### src/rtl/seq_divider_pkg.sv
// Shared types and helpers for the sequential restoring divider.
// Build with SEQ_DIVIDER_SIGNED_EN defined for two's-complement operands.
package seq_divider_pkg;

   typedef enum logic [1:0] {
      IDLE,
      RUN,
      DONE
   } state_t;

   // Width of a counter that must hold the values 0..n-1.
   function automatic int cnt_width(input int n);
      return (n < 2) ? 1 : $clog2(n);
   endfunction

endpackage

### src/rtl/seq_divider_nbit_subtractor.sv
// Ripple subtractor a - b built from full-adder cells (b inverted, carry-in 1).
// borrow is high when b > a, i.e. when the final carry out is low.
module nbit_subtractor #(
   parameter int W = 9
) (
   input  logic [W-1:0] a,
   input  logic [W-1:0] b,
   output logic [W-1:0] diff,
   output logic         borrow
);

   logic [W:0] carry;

   assign carry[0] = 1'b1;

   genvar i;
   generate
      for (i = 0; i < W; i++) begin : g_fa
         assign diff[i]      = a[i] ^ ~b[i] ^ carry[i];
         assign carry[i + 1] = (a[i] & ~b[i]) | (carry[i] & (a[i] ^ ~b[i]));
      end
   endgenerate

   assign borrow = ~carry[W];

endmodule

### src/rtl/seq_divider.sv
// Sequential restoring divider: one quotient bit per RUN cycle, N cycles per divide.
// Optional macro SEQ_DIVIDER_SIGNED_EN selects two's-complement operands.
module seq_divider
   import seq_divider_pkg::*;
#(
   parameter int N = 8
) (
   input  logic         clk,
   input  logic         rst,
   input  logic         start,
   input  logic [N-1:0] dividend,
   input  logic [N-1:0] divisor,
   output logic         busy,
   output logic         done,
   output logic [N-1:0] quotient,
   output logic [N-1:0] remainder,
   output logic         div_by_zero
);

   localparam int CW = cnt_width(N);

   state_t        state;
   state_t        next_state;
   logic [CW-1:0] count;
   logic [N-1:0]  dvs_r;
   logic [N-1:0]  shift_q;
   logic [N-1:0]  part_rem;

   logic          accept;
   logic          zero_dvs;
   logic [N-1:0]  dvd_mag;
   logic [N-1:0]  dvs_mag;
   logic [N:0]    shifted;
   logic [N:0]    diff;
   logic          borrow;
   logic          unused_diff_msb;
   logic [N-1:0]  step_quo;
   logic [N-1:0]  step_rem;
   logic [N-1:0]  final_quo;
   logic [N-1:0]  final_rem;

   assign accept   = start && ((state == IDLE) || (state == DONE));
   assign zero_dvs = (divisor == '0);

`ifdef SEQ_DIVIDER_SIGNED_EN
   logic neg_q;
   logic neg_r;

   assign dvd_mag   = dividend[N-1] ? -dividend : dividend;
   assign dvs_mag   = divisor[N-1] ? -divisor : divisor;
   assign final_quo = neg_q ? -step_quo : step_quo;
   assign final_rem = neg_r ? -step_rem : step_rem;
`else
   assign dvd_mag   = dividend;
   assign dvs_mag   = divisor;
   assign final_quo = step_quo;
   assign final_rem = step_rem;
`endif

   // The trial subtract is one bit wider than the operands so a divisor with
   // its top bit set never overflows the shifted partial remainder.
   assign shifted = {part_rem, shift_q[N-1]};

   nbit_subtractor #(
      .W(N + 1)
   ) u_sub (
      .a     (shifted),
      .b     ({1'b0, dvs_r}),
      .diff  (diff),
      .borrow(borrow)
   );

   assign unused_diff_msb = diff[N];
   assign step_rem        = borrow ? shifted[N-1:0] : diff[N-1:0];
   assign step_quo        = {shift_q[N-2:0], ~borrow};

   always_ff @(posedge clk or posedge rst) begin
      if (rst) begin
         state <= IDLE;
      end else begin
         state <= next_state;
      end
   end

   always_comb begin
      next_state = state;
      case (state)
         IDLE: begin
            if (start) begin
               next_state = zero_dvs ? DONE : RUN;
            end
         end
         RUN: begin
            if (count == '0) begin
               next_state = DONE;
            end
         end
         DONE: begin
            if (start) begin
               next_state = zero_dvs ? DONE : RUN;
            end else begin
               next_state = IDLE;
            end
         end
         default: next_state = IDLE;
      endcase
   end

   always_comb begin
      busy = (state == RUN);
      done = (state == DONE);
   end

   // Results are only written on entry to DONE, so they stay put while a new
   // division is running.
   always_ff @(posedge clk or posedge rst) begin
      if (rst) begin
         count       <= '0;
         dvs_r       <= '0;
         shift_q     <= '0;
         part_rem    <= '0;
         quotient    <= '0;
         remainder   <= '0;
         div_by_zero <= 1'b0;
`ifdef SEQ_DIVIDER_SIGNED_EN
         neg_q       <= 1'b0;
         neg_r       <= 1'b0;
`endif
      end else if (accept) begin
         if (zero_dvs) begin
            count       <= '0;
            quotient    <= '1;
            remainder   <= dividend;
            div_by_zero <= 1'b1;
         end else begin
            count       <= CW'(N - 1);
            dvs_r       <= dvs_mag;
            shift_q     <= dvd_mag;
            part_rem    <= '0;
            div_by_zero <= 1'b0;
`ifdef SEQ_DIVIDER_SIGNED_EN
            neg_q       <= dividend[N-1] ^ divisor[N-1];
            neg_r       <= dividend[N-1];
`endif
         end
      end else if (state == RUN) begin
         shift_q  <= step_quo;
         part_rem <= step_rem;
         if (count == '0) begin
            quotient  <= final_quo;
            remainder <= final_rem;
         end else begin
            count <= count - CW'(1);
         end
      end
   end

endmodule
### config.mk
export PLATFORM = sky130hd
export DESIGN_NAME = seq_divider
export DESIGN_NICKNAME = d
export VERILOG_FILES = /design/src/rtl/seq_divider_pkg.sv /design/src/rtl/seq_divider_nbit_subtractor.sv /design/src/rtl/seq_divider.sv
export SDC_FILE = /design/constraint.sdc
export NUM_CORES = 1
export LEC_CHECK = 0
export ABC_AREA = 1
export BUFFER_PORTS_ARGS = -buffer_cell sky130_fd_sc_hd__buf_2
export CELL_PAD_IN_SITES_DETAIL_PLACEMENT = 1
export CELL_PAD_IN_SITES_GLOBAL_PLACEMENT = 2
export CORE_ASPECT_RATIO = 0.9
export CORE_MARGIN = 5
export CORE_UTILIZATION = 31
export CTS_BUF_LIST = sky130_fd_sc_hd__clkbuf_4 sky130_fd_sc_hd__clkbuf_8
export DETAILED_ROUTE_END_ITERATION = 10
export PLACE_DENSITY_LB_ADDON = 0.1
export SYNTH_ARGS = -nofsm -noshare
export SYNTH_HDL_FRONTEND = slang
export SYNTH_SLANG_ARGS = --single-unit
### constraint.sdc
create_clock -name clk -period 3.78 [get_ports clk]
set_clock_uncertainty 0.1 [all_clocks]
set_input_delay 0.945 -clock clk [delete_from_list [all_inputs] [get_ports clk]]
set_output_delay 0.945 -clock clk [all_outputs]
set_load 0.005 [all_outputs]
# Yosys cells after proc, flatten, opt, wreduce, memory -nomap -nowiden
# Index checks and enable logic that the tools add are counted.
# classes
n_eq_ne	7
muxes	25
add_sub_neg	1
n_bitwise	51
n_reduce_logical	12
# ops
operator	n
8-bit 2-to-1 mux	15
1-bit bitwise AND	16
1-bit XOR	15
3-bit 2-to-1 mux	4
1-bit NOT	11
1-bit bitwise OR	9
8-bit logical NOT	1
2-bit 2-to-1 mux	4
2-bit AND reduction	4
2-bit != test (second input constant)	3
2-bit one-hot mux with 3 select lines	1
2-bit by 1-bit != test with 1-bit output (second input constant)	2
2-bit nonzero test	2
3-bit logical NOT	1
3-bit AND reduction	1
3-bit by 1-bit subtractor with 3-bit output (second input constant)	1
2-bit by 1-bit == test with 1-bit output (second input constant)	1
2-bit == test (second input constant)	1
2-bit logical NOT	1
1-bit logical AND	1
1-bit logical OR	1
1-bit 2-to-1 mux	1
# word_totals
in_bits	19
out_inout_bits	19
elab_cells	104
register_bits	46

# Logic depth before layout (Yosys ltp)
# Gate-level depths: netlist (run 1).
# depth
word_depth	23
ltp_mapped	17
ltp_nobuf	17

# Hierarchy
# Synthesis (run 1) repeated with hierarchy kept, for this count alone.
# hier_totals
cells_unflattened	332
hier_area_um2	2539.9
# modules_own_cells
module	seq_area_each_um2	cells_each	n_inst	area_each_um2
seq_divider	1151.1	305	1	2299.7
nbit_subtractor	0.0	27	1	240.2

# Worst setup path after synthesis (run 1)
# OpenSTA, ideal clock, no wires.
# synth_timing
path_kind	register to register
from	register dvs_r[0]
to	register remainder[0]
setup_time_ns	0.116
path_slack_ns	0.165
t_required_ns	3.564
path_buffers	0
synth_period_minus_slack_ns	3.615
arrival_ns	3.398
stages_incl_launch_ff	17
path_cell_list	dfrtp_1 > ha_1 > fa_1 > inv_1 > fa_1 > fa_1 > inv_1 > fa_1 > fa_1 > fa_1 > fa_1 > nand2_1 > nor2_4 > nand2_1 > nand3_1 > nand2_2 > nand2_1
# synth_via
elab_chain_len	23
word_cells_on_any_way	25
cone_classes	4 x mux; 21 x bitwise
# synth_lines
element	line_no	text
start, declared	seq_divider.sv:25	logic [N-1:0] dvs_r;
start signal, assigned	seq_divider.sv:137	dvs_r <= dvs_mag;
1-bit NOT *	seq_divider_nbit_subtractor.sv:19, seq_divider_nbit_subtractor.sv:20	
1-bit bitwise AND / 1-bit XOR (equally long branches)	seq_divider_nbit_subtractor.sv:20, seq_divider_nbit_subtractor.sv:19	
1-bit bitwise OR	seq_divider_nbit_subtractor.sv:20	assign carry[i + 1] = (a[i] & ~b[i]) | (carry[i] & (a[i] ^ ~b[i]));
1-bit bitwise AND	seq_divider_nbit_subtractor.sv:20	
1-bit bitwise OR	seq_divider_nbit_subtractor.sv:20	
1-bit bitwise AND	seq_divider_nbit_subtractor.sv:20	
1-bit bitwise OR	seq_divider_nbit_subtractor.sv:20	
1-bit bitwise AND	seq_divider_nbit_subtractor.sv:20	
[... 7 more ...]	-	
1-bit bitwise AND	seq_divider_nbit_subtractor.sv:20	
1-bit bitwise OR	seq_divider_nbit_subtractor.sv:20	
1-bit bitwise AND	seq_divider_nbit_subtractor.sv:20	
1-bit bitwise OR	seq_divider_nbit_subtractor.sv:20	
8-bit 2-to-1 mux *	seq_divider.sv:74	assign step_rem = borrow ? shifted[N-1:0] : diff[N-1:0];
8-bit 2-to-1 mux *	seq_divider.sv:149	if (count == '0) begin
8-bit 2-to-1 mux *	seq_divider.sv:146	end else if (state == RUN) begin
8-bit 2-to-1 mux *	seq_divider.sv:129	end else if (accept) begin
end signal, assigned	seq_divider.sv:133	remainder <= dividend;
end signal, assigned	seq_divider.sv:151	remainder <= final_rem;
end, declared	seq_divider.sv:16	output logic [N-1:0] remainder,
# Mark *: on every way between the ends. The rest lies on a longest branch, timed or not. The select of a mux whose other input is x is not followed.
# A chain may end at the register's enable or synchronous reset.

# Final worst setup path (run 1)
# layout_timing
from	register dvs_r[0]
to	register remainder[2]
# layout_via
elab_chain_len	23
word_cells_on_any_way	25
cone_classes	4 x mux; 21 x bitwise
# layout_lines
element	line_no
1-bit NOT *	seq_divider_nbit_subtractor.sv:20
1-bit bitwise AND / 1-bit XOR (equally long branches)	seq_divider_nbit_subtractor.sv:20
1-bit bitwise OR *	seq_divider_nbit_subtractor.sv:20
1-bit bitwise AND *	seq_divider_nbit_subtractor.sv:20
1-bit bitwise OR *	seq_divider_nbit_subtractor.sv:20
1-bit bitwise AND	seq_divider_nbit_subtractor.sv:20
1-bit bitwise OR	seq_divider_nbit_subtractor.sv:20
1-bit bitwise AND	seq_divider_nbit_subtractor.sv:20
[... 7 more ...]	-
1-bit bitwise AND	seq_divider_nbit_subtractor.sv:20
1-bit bitwise OR	seq_divider_nbit_subtractor.sv:20
1-bit bitwise AND	seq_divider_nbit_subtractor.sv:20
1-bit bitwise OR	seq_divider_nbit_subtractor.sv:20
8-bit 2-to-1 mux *	seq_divider.sv:74
8-bit 2-to-1 mux *	seq_divider.sv:149
8-bit 2-to-1 mux *	seq_divider.sv:146
8-bit 2-to-1 mux *	seq_divider.sv:129
# Marks and branches as above.

==> results of run 1 <==
[metal layers]
layer	vias up	routed length (um)
met2	31	3104
met4	0	47
met3	5	202
met1	999	3524
met5	-	0
li1	1028	-
[layout make-up]
cell class                      count  area [um2]  area share
Clock buffer                        7       90.09     0.03103
Tap cell                           99       123.9     0.04267
Clock inverter                      1       5.005    0.001724
Multi-Input combinational cell    221        1201      0.4138
Timing Repair Buffer               41       227.7     0.07845
Sequential cell                    46        1151      0.3966
Inverter                           27       103.9     0.03578
[stage by stage]
step / setup WS (ns) / area, um2 / utilization / total power [mW]
after floorplan: 0.1652 / 2516 / - / 1.876
after global placement: 0.04746 / 2770 / 0.3467 / 2.326
after detailed placement: -0.08617 / 2770 / 0.3467 / 2.338
after CTS: 0.02027 / 2885 / 0.3611 / 2.706
after global routing: 0.01861 / 2903 / 0.3633 / 2.980
final: 0.1899 / 2903 / 0.3633 / 2.668
[power by group]
| group | switching, mW | leakage (nW) | total, mW | internal (mW) |
|---|---|---|---|---|
| logic | 0.888 | 0.958 | 1.48 | 0.588 |
| clock network | 0.174 | 0.0517 | 0.329 | 0.155 |
| registers | 0.147 | 0.576 | 0.864 | 0.717 |
[worst max-delay path by stage]
stage               slack (ns)  startpoint            to
floorplan                 0.17    dvs_r[0]  remainder[0]
global placement          0.05    dvs_r[0]  remainder[2]
detailed placement       -0.09    dvs_r[0]  remainder[2]
CTS                       0.02    dvs_r[0]   part_rem[7]
global route              0.02  shift_q[7]   part_rem[7]
finish                    0.19    dvs_r[0]  remainder[2]
[registers in the layout, indices dropped and copies added (netlist names)]
| signal | flops |
|---|---|
| count | 3 |
| div_by_zero | 1 |
| dvs_r | 8 |
| part_rem | 8 |
| quotient | 8 |
| remainder | 8 |
| shift_q | 8 |
| state | 2 |
[worst max-delay path, cell delays in order (launching register included)]
cell and delay, ns:
dfrtp_1 0.40, ha_2 0.19, fa_2 0.33, inv_2 0.07
fa_2 0.20, fa_2 0.18, inv_1 0.05, fa_2 0.33
fa_2 0.34, fa_2 0.34, fa_2 0.34, nand2_2 0.10
buf_12 0.13, nor2_4 0.07, nand2_2 0.09, nand3_1 0.08
nand2_1 0.09, nand2_1 0.05
[placed cells by master (no fill, tap or decap), types with 3 or more instances in the layout]
| cell | count |
|---|---|
| nand2_1 | 117 |
| nand3_1 | 45 |
| buf_2 | 37 |
| nand3b_1 | 6 |
| fa_2 | 7 |
| nor2_2 | 3 |
| nand2_2 | 15 |
| clkbuf_8 | 6 |
| inv_2 | 3 |
| nor2_1 | 7 |
| buf_4 | 3 |
| inv_1 | 23 |
| dfrtp_1 | 46 |
| o21ai_0 | 10 |
[cell families after synthesis]
logic type | synth area share
flops | 0.4575
compound gates | 0.02636
fa+ha+maj | 0.07061
simple gates | 0.3685
buf+inv | 0.07707
[what timing repair did]
item                       CTS  global route
gates resized for setup      5             8
setup endpoints to repair   16            16
hold endpoints to repair     0             0
pin swaps                    0             1
gates cloned                 0             0
setup buffers                1             0
==> run summary, run 1 <==
Result of the run = finished clean
# clock sinks = 46
Largest net degree at the start of global routing = 47
Depth of the CTS H-tree = 2
Net Count, Synth = 334
Library cell with the highest instance count after synthesis = nand2_1
Worst-case hold path end point = div_by_zero
Highest clock rate = 278.5 MHz
Detailed-route via count = 2063
Placed cell count = 433
List of most frequent post-synthesis cells = nand2_1 (121), dfrtp_1 (46), nand3_1 (45)
CTS Buf Count = 5
Layout fillers = 967
Required time worst endpoint = 3.88 ns
Proportion of layout cells with a drive suffix above 1 = 0.2507
Summed negative setup slack over all endpoints = 0 ns
Worst-Skew Late Latency = 0.30 ns
Vias in the first global route = 2247
Layout overhead on the synthesized area = 15.37%
Setup slack, reg-to-reg = 0.19 ns
Critical path startpoint category = flip-flop
Tmin final = 3.590 ns
Global-route wire length before repair = 11670 um
Hold buffers post-CTS = 0
Type of destination of the critical path = flip-flop
Source of the worst hold timing path = div_by_zero
Max-capacitance violation count = 0
Starting density of the core = 0.3149
Yosys warning count = 0
Non-filler cells in the finished layout = 442
Initial antenna violation count = 0
Data arrival time of the worst path = 3.69 ns
Setup repair after global routing missed its margin = no
Main area contributors after synthesis = dfrtp_1 (46%), nand2_1 (18%), nand3_1 (9.0%)
Power density normalized to cell area = 919.1 nW/um2
Drt initial violations = 68
Global-route track usage on met2 = 0.2353
Largest buffer count on any clock path = 2
DRT Wirelength = 6879 um
Row count = 31
Top-Level Pins = 38
Number of vias per cell = 4.667
Mapped Avg Cell Area = 8.250 um2
Final Net Count = 371
Max-slew violation total from the final report = 0
Total Routing Usage GR = 0.1479
Final HPWL from detailed placement = 4907 um
Met1 track utilization from global routing = 0.2105
Die extent in x = 105.0 um
First-pass iteration count of the detailed router = 4
GRT busiest layer = met2
Top cell type's share of synthesized area = 0.4575
Die Outline Area = 10020 um2
Clock transition at path regs = 0.09 ns
Die outline height = 95.47 um
Highest fanout seen on the critical path = 10
Remaining DRCs = 0
Post-DRT Antenna Nets = 0
TritonCTS clock tree = built
Number of flops mapped to enable cells by yosys = 0
Met3 usage = 0.02776
Routed length per placed instance = 15.56 um
Antenna cells = 0
Capture point of the worst reg-to-reg path = remainder[2]
Post-synth cell types = 24
Area of the core region = 7990 um2
Most used DFF post-synth = dfrtp_1
HP Class = reg -> reg
VDD IR max = 399.5 uV
Launch instance of the worst register-to-register path = dvs_r[0]
Async set-or-reset flop fraction in the synthesized netlist = 1.000
Type of the worst setup path = reg -> reg
Setup-failing EPs final = 0
Hold Worst Slack = 0.3909 ns
Hold violation count in the final report = 0
Period utilization = 0.9498
Synthesis-stage register bit count = 46
Synth Instances = 305
Overflow after GRT = 0
Root Driver = clkbuf_8
Cell type with the largest total area after synthesis = dfrtp_1
Weighted congestion at the end of routability-driven global placement = 0.7548
Number of stages on the worst hold path = 2
Register-to-Register Path Depth = 17
Slew @ Worst Pin = 1.025 ns
Static leakage power = 1.586 nW
Worst relative slew slack = 0.3158
PortBufs = 37
Part of the Yosys area used for sequential elements = 0.4575
Synth Cell Area = 2516 um2
No activity file was read; power rests on OpenSTA's default activity.
==> run 2, diff against run 1 <==
--- a/config.mk
+++ b/config.mk
@@ -5,13 +5,12 @@
 export SDC_FILE = /design/constraint.sdc
 export NUM_CORES = 1
 export LEC_CHECK = 0
-export ABC_AREA = 1
 export BUFFER_PORTS_ARGS = -buffer_cell sky130_fd_sc_hd__buf_2
 export CELL_PAD_IN_SITES_DETAIL_PLACEMENT = 1
 export CELL_PAD_IN_SITES_GLOBAL_PLACEMENT = 2
 export CORE_ASPECT_RATIO = 0.9
 export CORE_MARGIN = 5
-export CORE_UTILIZATION = 31
+export CORE_UTILIZATION = 34
 export CTS_BUF_LIST = sky130_fd_sc_hd__clkbuf_4 sky130_fd_sc_hd__clkbuf_8
 export DETAILED_ROUTE_END_ITERATION = 10
 export PLACE_DENSITY_LB_ADDON = 0.1
==> run 2 against run 1 <==
  * The flow now finishes with violations (setup timing)
  * Via count shrank 17%
  * Global-route usage grew 0.36 points
  * Wire length is 8.6% lower
  * Total power grew 18%
  * Sequential share of layout area rose by 0.17 points
  * Highest routed layer unchanged
==> run summary, run 2 <==
Most common cell on crit path = fa_2
Library cell with the highest instance count after synthesis = dfrtp_1
VDD IR max = 508.6 uV
Routed length on met2 = 3237 um
Max-capacitance violation count = 0
Most common library cell in the layout ignoring fill and taps = dfrtp_1
Global-route wire length before repair = 10290 um
Tmin final = 3.827 ns
Setup slack, reg-to-reg = -0.05 ns
Critical path startpoint category = flip-flop
Part of the Yosys area used for sequential elements = 0.4917
PortBufs = 37
Antenna cells = 0
Summed negative setup slack over all endpoints = -0.08815 ns
Cell-by-cell trace of the critical path = ha_2 > fa_2 > inv_2 > fa_2 > fa_2 > inv_2 > fa_2 > fa_2 > fa_2 > fa_2 > nand2b_4 > buf_12 > mux2i_4 > a21oi_2 > mux2_4
Worst relative slew slack = 0.4234
Initial antenna violation count = 0
Commonest cells after routing, fill and taps aside = dfrtp_1 (46), buf_2 (37), nand2_1 (19)
Depth of the CTS H-tree = 2
Area of the core region = 6656 um2
Routed length on met3 = 222 um
Capture point of the worst reg-to-reg path = remainder[3]
Instance area at placement = 2679 um2
Row count = 28
Period utilization = 1.013
Capturing element of the worst setup path = remainder[3]
TritonCTS clock tree = built
Die Outline Area = 8647 um2
Mapped Avg Cell Area = 11.48 um2
Top cell type's share of synthesized area = 0.4917
Pre-CTS WS = -0.2812 ns
Launching element of the worst setup path = dvs_r[0]
Final Net Count = 281
Power density normalized to cell area = 1091 nW/um2
Hold violation count in the final report = 0
Register-to-Register Path Depth = 15
Master of the slowest instance on the critical path = dfrtp_1
Die outline height = 88.72 um
Largest buffer count on any clock path = 2
Post-DRT Antenna Nets = 0
Setup repair after global routing missed its margin = yes
Max-slew violation total from the final report = 0
DRT Wirelength = 6288 um
Total Routing Usage GR = 0.1516
Drt initial violations = 34
Largest net degree at the start of global routing = 25
# clock sinks = 46
Slew @ Worst Pin = 0.8596 ns
Async set-or-reset flop fraction in the synthesized netlist = 1.000
First-pass iteration count of the detailed router = 4
Starting density of the core = 0.3517
Top-Level Pins = 38
Type of destination of the critical path = flip-flop
Result of the run = complete, but fails checks
Overflow after GRT = 0
Overall power of the completed layout = 3.152 mW
Launch instance of the worst register-to-register path = dvs_r[0]
Routed length per placed instance = 18.33 um
Main area contributors after synthesis = dfrtp_1 (49%), fa_1 (6.0%), mux2_2 (5.8%)
HP Class = reg -> reg
Highest clock rate = 261.3 MHz
Type of the worst setup path = reg -> reg
Delay of the slowest cell on the worst path = 0.40 ns
Synth Instances = 204
Most used DFF post-synth = dfrtp_1
Remaining DRCs = 0
Setup-failing EPs final = 3
Clock transition at path regs = 0.09 ns
Static leakage power = 1.245 nW
DRT met1 WL = 2776 um
Die extent in x = 97.47 um
Hold buffers post-CTS = 0
Number of flops mapped to enable cells by yosys = 0
CTS Buf Count = 5
Failing checks = setup timing
Synth Cell Area = 2341 um2
Detailed-route via count = 1712
Synthesis-stage register bit count = 46
Worst-Skew Late Latency = 0.30 ns
Required time worst endpoint = 3.87 ns
Vias in the first global route = 2005
Cell type with the largest total area after synthesis = dfrtp_1
Final HPWL from detailed placement = 4576 um
Design Area, Final = 2890 um2
Yosys warning count = 0
Net Count, Synth = 233
Proportion of layout cells with a drive suffix above 1 = 0.4269
Highest layer used for signal routing = met4
List of most frequent post-synthesis cells = dfrtp_1 (46), nand2_1 (19), inv_1 (18)
Root Driver = clkbuf_8
Weighted congestion at the end of routability-driven global placement = 0.7725
Final worst setup slack = -0.04732 ns
Number of vias per cell = 4.991
Data arrival time of the worst path = 3.91 ns
Layout overhead on the synthesized area = 23.46%
Highest fanout seen on the critical path = 7
Post-synth cell types = 33
==> run 2: cell types whose count changed after synthesis, sizes merged, moves of 9 or more <==
cell | before | now
inv | 27 | 18
mux2 | 0 | 14
nor3 | 0 | 9
nand2 | 135 | 20
nand3 | 46 | 0
==> run 2: through the flow <==
stage / utilization / std cells / hold WS [ns]
after floorplan: - / 204 / 0.3844
after global placement: 0.4024 / 331 / 0.3642
after detailed placement: 0.4024 / 331 / 0.3755
after CTS: 0.4306 / 342 / 0.3980
after global routing: 0.4342 / 343 / 0.4277
final: 0.4342 / 343 / 0.3938
==> run 2: area by class of cell <==
type / instances / area, um2
multi-input combinational: 128 / 1151
fill: 757 / 3766
clock inverter: 3 / 21.27
timing repair buffer: 53 / 317.8
inverter: 18 / 67.56
clock buffer: 5 / 68.82
sequential: 46 / 1151
tap: 90 / 112.6
==> run 2: cells by family after synthesis <==
family	count (synthesis)	share of synthesized area
AO/OA/AOI/OAI	43	0.1422
XOR/XNOR	1	0.003742
adder cells (fa/ha/maj)	10	0.07590
buffers and inverters	30	0.05879
flip-flops	46	0.4917
multiplexers	22	0.1048
AND/OR/NAND/NOR	52	0.1229
==> run 2: power by group <==
part	total, mW	leakage [nW]	internal, mW	switching (mW)
Clock	0.307	0.0441	0.130	0.176
Sequential	0.934	0.530	0.748	0.185
Combinational	1.91	0.672	0.997	0.915
Total	3.15	1.25	1.88	1.28
==> run 2: metal layers <==
metal  vias to the layer above  GRT usage
met5                         -          0
met4                         0    0.03019
met3                         6    0.03546
met2                        30     0.2794
met1                       884     0.1841
li1                        792          -
==> run 2: worst max-delay path: cells and delay by family (launching register included) <==
kind	cells	cell delay, ns
simple gates	1	0.09
buf+inv	3	0.23
compound gates	1	0.09
mux	2	0.51
fa+ha+maj	8	2.30
flops	1	0.40
==> run 2: repair_timing <==
item,in CTS,in global routing
endpoints found under the setup margin,16,15
hold endpoints to repair,0,0
gates resized for setup,19,7
buffers inserted,3,1
pin swaps,3,3
==> run 2: worst min-delay path by stage <==
stage,start,to,slack (ns),depth (start not counted)
3_5_place_dp,quotient[4],quotient[4],0.38,1
5_1_grt,quotient[1],quotient[1],0.43,1
2_1_floorplan,quotient[0],quotient[0],0.38,1
6_report,quotient[2],quotient[2],0.39,1
4_1_cts,quotient[4],quotient[4],0.40,1
3_3_place_gp,quotient[4],quotient[4],0.36,1
==> run 3, diff against run 2 <==
--- a/config.mk
+++ b/config.mk
@@ -13,6 +13,7 @@
 export CORE_UTILIZATION = 34
 export CTS_BUF_LIST = sky130_fd_sc_hd__clkbuf_4 sky130_fd_sc_hd__clkbuf_8
 export DETAILED_ROUTE_END_ITERATION = 10
+export GPL_TIMING_DRIVEN = 0
 export PLACE_DENSITY_LB_ADDON = 0.1
 export SYNTH_ARGS = -nofsm -noshare
 export SYNTH_HDL_FRONTEND = slang
==> constraint.sdc (replaced) <==
create_clock -name clk -period 3.78 [get_ports clk]
set_clock_uncertainty 0.1 [all_clocks]
set_input_delay 0.756 -clock clk [delete_from_list [all_inputs] [get_ports clk]]
set_output_delay 0.756 -clock clk [all_outputs]
set_load 0.005 [all_outputs]
==> run 3 against run 2 <==
  * Largest power group unchanged
  * Final cell count increased by 1.7%
  * Flip-flop and latch count unchanged
  * The flow still finishes with violations (setup timing)
  * Wire length decreased by 1.6%
  * Setup slack got worse by 0.053 ns
  * Total power increased by 2.7%
  * Die area unchanged
==> run summary, run 3 (synthesis gave the netlist of run 2 again) <==
Vias in the first global route = 1870
Max-slew violation total from the final report = 0
Final HPWL from detailed placement = 4526 um
Clock transition at path regs = 0.10 ns
Failing checks = setup timing
Global-route wire length before repair = 10200 um
Overflow after GRT = 0
Highest clock rate = 257.7 MHz
Type of destination of the critical path = flip-flop
Layout overhead on the synthesized area = 25.92%
Cell internal power dissipation = 1.968 mW
DRT Wirelength = 6189 um
Routed length per placed instance = 17.73 um
Detailed-route via count = 1725
Area of the core region = 6656 um2
VDD IR max = 477.5 uV
Net Sw Frac = 0.3923
Required time worst endpoint = 3.88 ns
Drt initial violations = 54
Die extent in x = 97.47 um
Master of the slowest instance on the critical path = dfrtp_1
Antenna cells = 0
Max-capacitance violation count = 0
Final worst setup slack = -0.09993 ns
Slew @ Worst Pin = 0.5254 ns
Largest buffer count on any clock path = 2
First-pass iteration count of the detailed router = 4
Met3 usage = 0.03073
Worst relative slew slack = 0.6498
Final Net Count = 287
TritonCTS clock tree = built
Met1 track utilization from global routing = 0.2127
Setup repair after global routing missed its margin = yes
Delay of the slowest cell on the worst path = 0.41 ns
Highest fanout seen on the critical path = 6
Setup-failing EPs final = 11
Period utilization = 1.026
Proportion of layout cells with a drive suffix above 1 = 0.4247
Type of the worst setup path = reg -> reg
Power density normalized to cell area = 1099 nW/um2
Pre-CTS WS = -0.4431 ns
Share of total power in combinational logic = 0.595
Hold violation count in the final report = 0
Static leakage power = 1.266 nW
Tmin final = 3.880 ns
Part of the power in registers = 0.285
Largest net degree at the start of global routing = 28
Top-Level Pins = 38
Commonest cells after routing, fill and taps aside = dfrtp_1 (46), buf_2 (41), nand2_1 (19)
Global-route track usage on met2 = 0.2489
Remaining DRCs = 0
PortBufs = 37
Switch Pwr = 1.271 mW
Data arrival time of the worst path = 3.98 ns
Die Outline Area = 8647 um2
Row count = 28
Worst-Skew Late Latency = 0.30 ns
Layout fillers = 744
Total Routing Usage GR = 0.1536
CTS Buf Count = 5
Depth of the CTS H-tree = 2
Initial antenna violation count = 0
Post-DRT Antenna Nets = 0
Die outline height = 88.72 um
Most common cell on crit path = fa_2
# clock sinks = 46
Cell-by-cell trace of the critical path = ha_2 > fa_2 > inv_2 > fa_2 > fa_1 > inv_1 > fa_2 > fa_2 > fa_2 > fa_2 > nand2b_1 > buf_6 > mux2i_4 > a21oi_2 > mux2_2
Clock network power share = 0.119
Summed negative setup slack over all endpoints = -0.4573 ns
Root Driver = clkbuf_8
Most common library cell in the layout ignoring fill and taps = dfrtp_1
GRT busiest layer = met2
Number of vias per cell = 4.943
Result of the run = complete, but fails checks
Starting density of the core = 0.3517
Critical path startpoint category = flip-flop
HP Class = in -> async
Weighted congestion at the end of routability-driven global placement = 0.8086
[run 3: cell count changes in the layout (fill, tap and decap cells not counted), sizes merged]
cell / delta
bufinv: +1
clkinvlp: +1
clkbuf: +3
buf: +3
inv: +1
clkinv: -3
[run 3: critical path, delay by kind of cell, from the launching register on]
kind                       cells  cell delay (ns)
adders and majority gates      8             2.28
muxes                          2             0.54
DFF                            1             0.41
buffers and inverters          3             0.28
and+or+nand+nor                1             0.09
AOI/OAI and AO/OA              1             0.09
[run 3: final timing paths]
kind	slack, ns	endpoint	cells past startpoint	startpoint
max reg2reg	-0.1	remainder[2]	15	dvs_r[0]
min reg2reg	0.39	quotient[1]	1	quotient[1]
max	-0.1	remainder[2]	15	dvs_r[0]
max in group asynchronous	2.73	dvs_r[4]	3	rst
min in group clk	0.39	quotient[1]	1	quotient[1]
min	0.35	quotient[2]	2	rst
[run 3: power groups by stage]
stage                     Combinational [mW]  Sequential (mW)  Clock, mW
after detailed placement                1.51            0.932          0
after CTS                               1.84            0.928      0.400
after global placement                  1.47            0.923          0
final                                   1.93            0.924      0.386
after floorplan                         1.07            0.898          0
after global routing                    2.15            0.957      0.416
[run 3: metrics by stage]
step	utilization	area (um2)	cells	hold WS [ns]	power, mW
finish	0.4429	2948	349	0.3460	3.239
global route	0.4429	2948	349	0.3714	3.522
CTS	0.4370	2909	347	0.3614	3.172
detailed placement	0.4015	2673	332	0.3732	2.447
global placement	0.3985	2653	331	0.3666	2.396
floorplan	-	2355	204	0.3844	1.963
[run 3: routing by layer]
| metal | up-vias | share of wire | routed length [um] |
|---|---|---|---|
| met5 | - | 0 | 0 |
| met4 | 0 | 0.0099 | 61 |
| met3 | 4 | 0.025 | 154 |
| met2 | 27 | 0.47 | 2883 |
| met1 | 881 | 0.50 | 3088 |
| li1 | 813 | - | - |
[run 3: layout make-up]
type / count / area, um2 / share of cell area
clock buffers: 5 / 68.82 / 0.02334
plain buffers: 12 / 76.32 / 0.02589
well taps: 90 / 112.6 / 0.03820
clock inverters: 3 / 45.04 / 0.01528
inverters: 18 / 67.56 / 0.02292
repair buffers: 47 / 276.5 / 0.09380
multi-input cells: 128 / 1150 / 0.3901
flip-flops and latches: 46 / 1151 / 0.3905
[run 3: what timing repair did]
| action | in CTS | in global routing |
|---|---|---|
| setup buffers | 7 | 2 |
| pin swaps | 5 | 3 |
| resized for setup | 20 | 7 |
| hold buffers | 0 | 0 |
| endpoints found under the setup margin | 16 | 18 |
